<file path="config.mk">
export PLATFORM = sky130hd
export DESIGN_NAME = ksa
export DESIGN_NICKNAME = d
export VERILOG_FILES = /design/src/rtl/ksa.sv
export SDC_FILE = /design/constraint.sdc
export NUM_CORES = 1
export LEC_CHECK = 0
export ABC_AREA = 1
export BUFFER_PORTS_ARGS = -buffer_cell sky130_fd_sc_hd__buf_4
export CORE_MARGIN = 2
export CORE_UTILIZATION = 48
export DETAILED_ROUTE_END_ITERATION = 10
export PLACE_DENSITY = 0.69
export SLEW_MARGIN = 10
export SYNTH_ARGS = -nofsm -noshare
export SYNTH_HDL_FRONTEND = slang
export SYNTH_SLANG_ARGS = --single-unit
</file>
<file path="constraint.sdc">
create_clock -name clk -period 5.55 [get_ports clk]
set_input_delay 0.555 -clock clk [delete_from_list [all_inputs] [get_ports clk]]
set_output_delay 0.555 -clock clk [all_outputs]
set_load 0.02 [all_outputs]
</file>
<file path="src/rtl/ksa.sv">
// ARC4 key-scheduling engine: permutes a 256-byte S memory in place using a 24-bit key.
module ksa (
    input  logic        clk,
    input  logic        rst_n,
    input  logic        en,
    output logic        rdy,
    input  logic [23:0] key,
    output logic [7:0]  addr,
    input  logic [7:0]  rddata,
    output logic [7:0]  wrdata,
    output logic        wren
);

    localparam int unsigned BW = 8;
    localparam int unsigned KW = 24;

    typedef enum logic [2:0] {
        IDLE = 3'd0,
        RD_I = 3'd1,
        WT_I = 3'd2,
        RD_J = 3'd3,
        WT_J = 3'd4,
        WR_I = 3'd5,
        WR_J = 3'd6
    } state_t;

    state_t          state;
    state_t          state_d;
    logic [BW-1:0]   i;
    logic [BW-1:0]   i_d;
    logic [BW-1:0]   j;
    logic [BW-1:0]   j_d;
    logic [BW-1:0]   si;
    logic [BW-1:0]   si_d;
    logic [BW-1:0]   sj;
    logic [BW-1:0]   sj_d;
    logic [KW-1:0]   key_q;
    logic [KW-1:0]   key_d;
    logic [1:0]      k;
    logic [1:0]      k_d;
    logic [BW-1:0]   key_byte;
    logic [BW-1:0]   addr_d;
    logic [BW-1:0]   wrdata_d;
    logic            rdy_d;
    logic            wren_d;

    // State register.
    always_ff @(posedge clk or negedge rst_n) begin
        if (!rst_n) begin
            state <= IDLE;
        end else begin
            state <= state_d;
        end
    end

    // Next-state logic: six cycles per index, back to IDLE after index 255.
    always_comb begin
        state_d = state;
        case (state)
            IDLE:    if (en) state_d = RD_I;
            RD_I:    state_d = WT_I;
            WT_I:    state_d = RD_J;
            RD_J:    state_d = WT_J;
            WT_J:    state_d = WR_I;
            WR_I:    state_d = WR_J;
            WR_J:    state_d = (i == 8'hFF) ? IDLE : RD_I;
            default: state_d = IDLE;
        endcase
    end

    // Key byte for the current i; k tracks i mod 3 so no divider is needed.
    always_comb begin
        case (k)
            2'd0:    key_byte = key_q[23:16];
            2'd1:    key_byte = key_q[15:8];
            default: key_byte = key_q[7:0];
        endcase
    end

    // Datapath next values: key latch, index/j update and the two captured bytes.
    always_comb begin
        i_d   = i;
        j_d   = j;
        si_d  = si;
        sj_d  = sj;
        key_d = key_q;
        k_d   = k;
        case (state)
            IDLE: begin
                if (en) begin
                    key_d = key;
                    i_d   = '0;
                    j_d   = '0;
                    k_d   = '0;
                end
            end
            WT_I: begin
                si_d = rddata;
                j_d  = BW'(j + rddata + key_byte);
            end
            WT_J: begin
                sj_d = rddata;
            end
            WR_J: begin
                i_d = BW'(i + 8'd1);
                k_d = (k == 2'd2) ? 2'd0 : 2'(k + 2'd1);
            end
            default: ;
        endcase
    end

    // Output decode from the upcoming state so the memory port is driven from flops.
    always_comb begin
        rdy_d    = 1'b0;
        wren_d   = 1'b0;
        addr_d   = '0;
        wrdata_d = '0;
        case (state_d)
            IDLE: rdy_d  = 1'b1;
            RD_I: addr_d = i_d;
            WT_I: addr_d = i_d;
            RD_J: addr_d = j_d;
            WT_J: addr_d = j_d;
            WR_I: begin
                addr_d   = i_d;
                wrdata_d = sj_d;
                wren_d   = 1'b1;
            end
            WR_J: begin
                addr_d   = j_d;
                wrdata_d = si_d;
                wren_d   = 1'b1;
            end
            default: ;
        endcase
    end

    // Datapath and output registers.
    always_ff @(posedge clk or negedge rst_n) begin
        if (!rst_n) begin
            i      <= '0;
            j      <= '0;
            si     <= '0;
            sj     <= '0;
            key_q  <= '0;
            k      <= '0;
            rdy    <= 1'b1;
            wren   <= 1'b0;
            addr   <= '0;
            wrdata <= '0;
        end else begin
            i      <= i_d;
            j      <= j_d;
            si     <= si_d;
            sj     <= sj_d;
            key_q  <= key_d;
            k      <= k_d;
            rdy    <= rdy_d;
            wren   <= wren_d;
            addr   <= addr_d;
            wrdata <= wrdata_d;
        end
    end

endmodule

</file>
==> results.tsv <==
stage	metric	value	unit
job	max-cap viol count	0	
global_routing	first-pass GRT wire length	12100	um
yosys	mux cell area share after synthesis	7.70	%
clock_tree	Clock Latency Late Sink	0.35	ns
yosys	#FFs+latches synth	71	
finish	most frequent cells in the layout	nand2_1, dfrtp_1, buf_4	
clock_tree	post-cts repair resize count	0	
route	DR vias/cell	5.04	
finish	diode count	0	
floorplanning	Die ar.	8010	um^2
clock_tree	Post-CTS Hold Fix Bufs	0	
timing	final hold vios	0	
global_routing	Tot GR Track Use	20.2	%
finish	Finished Layout Cells	527	
route	drt first pass iters	4	
setup_path	WS Path Type	flop to flop	
placed_design	dpl cell area	3970	um^2
floorplanning	Die W	89.5	um
yosys	adder-cell area share of the yosys netlist	7.06	%
pwr	Max IR drop VDD	274	uV
finish	final net count	473	
placed_design	gpl congestion	0.843	
yosys	number of enable flip-flop cells after synthesis	0	
finish	Multi-input gate area	1510	um^2
global_routing	gr ovfl total	0	
yosys	largest family of logic cells by synthesized area	simple AND/OR/NAND/NOR gates	
pwr	Power per Cell Area	656	nW/um^2
setup_path	critical path peak fanout	9	
setup_path	startpoint types	flop	
finish	fin util	58.5	%
finish	layout cells sized above 1	25.9	%
clock_tree	clock tree buffer depth	2	
route	Routed WL per cell	13.6	um
yosys	count of cell types in the netlist	31	
placed_design	Buffers on Ports	52	
placed_design	Cells after DPL	511	
global_routing	vias in the first global route	2520	
timing	clk_skew	0.00789	ns
yosys	Syn. warnings	0	
placed_design	Detailed Place HPWL	5190	um
floorplanning	core area	7180	um^2
timing	Max transition margin	41.7	%
finish	FILL cells	632	
yosys	syn_area_per_cell	9.54	um^2
yosys	ys flop type	dfrtp_1	
clock_tree	Setup Fix Bufs, Post-CTS	0	
yosys	XOR/XNOR share of the synthesized area	0	%
pwr	Tot Pwr	2.75	mW
floorplanning	FP Rows	31	
timing	fin crit period	2.99	ns
yosys	sequential fraction of the synthesis area	50.7	%
finish	register area	1780	um^2
floorplanning	Starting Density	48.9	%
finish	layout overhead on the synthesized area	19.5	%
yosys	Synth Area in Compound Gates	8.38	%
setup_path	critical path endpoint category	flop	
yosys	post-synth net total	418	
route	vias after detailed routing	2657	
timing	final slew viol count	0	
clock_tree	H-Tree Level Count	3	
yosys	async set or reset register ratio after synthesis	100	%
finish	most common cell after layout, fill and taps aside	nand2_1	
run_status	status	completed	
clock_tree	CTS sink count	71	
timing	Worst-Margin Slew	0.874	ns
clock_tree	clk slew on worst S/H paths	0.07	ns
timing	final setup TNS	0	ns
global_routing	largest net degree at the start of global routing	72	
floorplanning	num ports	53	
route	drt initial violations	122	
setup_path	R2R setup slack	2.56	ns
timing	final cycle utilization of the critical path	53.9	%
finish	design area	4200	um^2
worst_hold_path	Min-Delay Path Class	primary input to async pin	
timing	Setup-failing EPs final	0	
clock_tree	clk root buf	clkbuf_8	
setup_path	worst path required time	5.83	ns
yosys	synthesized area	3510	um^2
setup_path	data arrival time of the critical path	3.27	ns
floorplanning	Die Span Y	89.5	um
yosys	simple-gate share of the synthesized area	19.9	%
clock_tree	total CTS buffers	9	
timing	RSZ-0062 raised after global routing	no	
clock_tree	CTS tree	built	
timing	Fmax achieved	334	MHz
yosys	Mapped Cells	368	
route	# DRC	0	
route	Routed Wire Length	7150	um
global_routing	initial antenna violation count	0	
pwr	Leak Pwr	2.14	nW
route	ANT nets after route	0	
==> worst max-delay path, stage by stage, from the launching register on <==
cell     delay (ns)
dfrtp_1        0.49
nor2_1         0.33
a22o_1         0.18
a21oi_1        0.05
fa_1           0.48
inv_1          0.04
ha_1           0.23
fa_1           0.43
inv_1          0.10
nor2_1         0.06
o21ai_0        0.14
nand2_1        0.06
o21ai_0        0.19
nand2_1        0.07
nand2_1        0.09
==> report_power, final <==
group          switching [mW]  internal (mW)
clock network           0.188          0.277
logic                   0.856          0.554
registers               0.135          0.742
total                    1.18           1.57
==> sequential cells by signal (all words and copies together) (netlist names) <==
signal	flops
key_q	24
state	3
rdy	1
i	8
j	8
si	8
wren	1
wrdata	8
addr	8
k	2
==> stage by stage <==
stage               hold WS, ns  setup slack, ns
finish                    0.325             2.56
global route              0.404             2.25
CTS                       0.356             2.57
detailed placement        0.485             2.55
global placement          0.477             2.69
floorplan                 0.259             2.79
==> final timing paths <==
kind | cells after the start | startpoint | to
min reg2reg | 2 | si[5]$_DFF_PN0_ | si[5]$_DFF_PN0_
max in group asynchronous | 1 | rst_n | key_q[22]$_DFFE_PN0P_
max reg2reg | 14 | k[1]$_DFFE_PN0P_ | addr[5]$_DFF_PN0_
min | 1 | rst_n | wrdata[3]$_DFF_PN0_
min in group clk | 2 | key[14] | key_q[14]$_DFFE_PN0P_
max | 14 | k[1]$_DFFE_PN0P_ | addr[5]$_DFF_PN0_
==> metal layers <==
layer / up-vias / share of wire (%) / global-route usage [%]
met2: 74 / 46 / 31.0
met5: - / 0 / 0
li1: 1310 / - / -
met4: 0 / 2.1 / 7.60
met1: 1259 / 47 / 28.3
met3: 14 / 5.0 / 4.34
==> synth_stat cells, types with 3 or more instances <==
cell type,number,area share [%]
buf_2,3,0.43
nand4_1,5,0.89
nor2_1,9,0.96
o21ai_1,10,1.4
fa_1,8,4.6
inv_1,40,4.3
mux2_2,24,7.7
a21oi_1,8,1.1
inv_2,5,0.53
nand3_1,23,3.3
o21ai_0,19,2.7
nand2_2,3,0.53
nor2_4,4,1.3
dfrtp_1,70,50
ha_1,7,2.5
nand2_1,106,11
==> layout make-up <==
| type | instances | share of cell area (%) |
|---|---|---|
| Clock inverter | 3 | 1.55 |
| Timing Repair Buffer | 52 | 9.31 |
| Inverter | 45 | 4.03 |
| Multi-Input combinational cell | 244 | 36.0 |
| Sequential cell | 71 | 42.4 |
| Clock buffer | 13 | 3.79 |
| Tap cell | 99 | 2.95 |
==> cells by family (layout without fill, tap and decap cells) <==
logic type	Yosys count	count (layout)
AOI/OAI and AO/OA	49	49
adders and majority gates	15	15
buffers and inverters	53	113
muxes	24	24
and+or+nand+nor	156	156
DFF	71	71
Note: power is estimated with default switching activity, not from simulation.
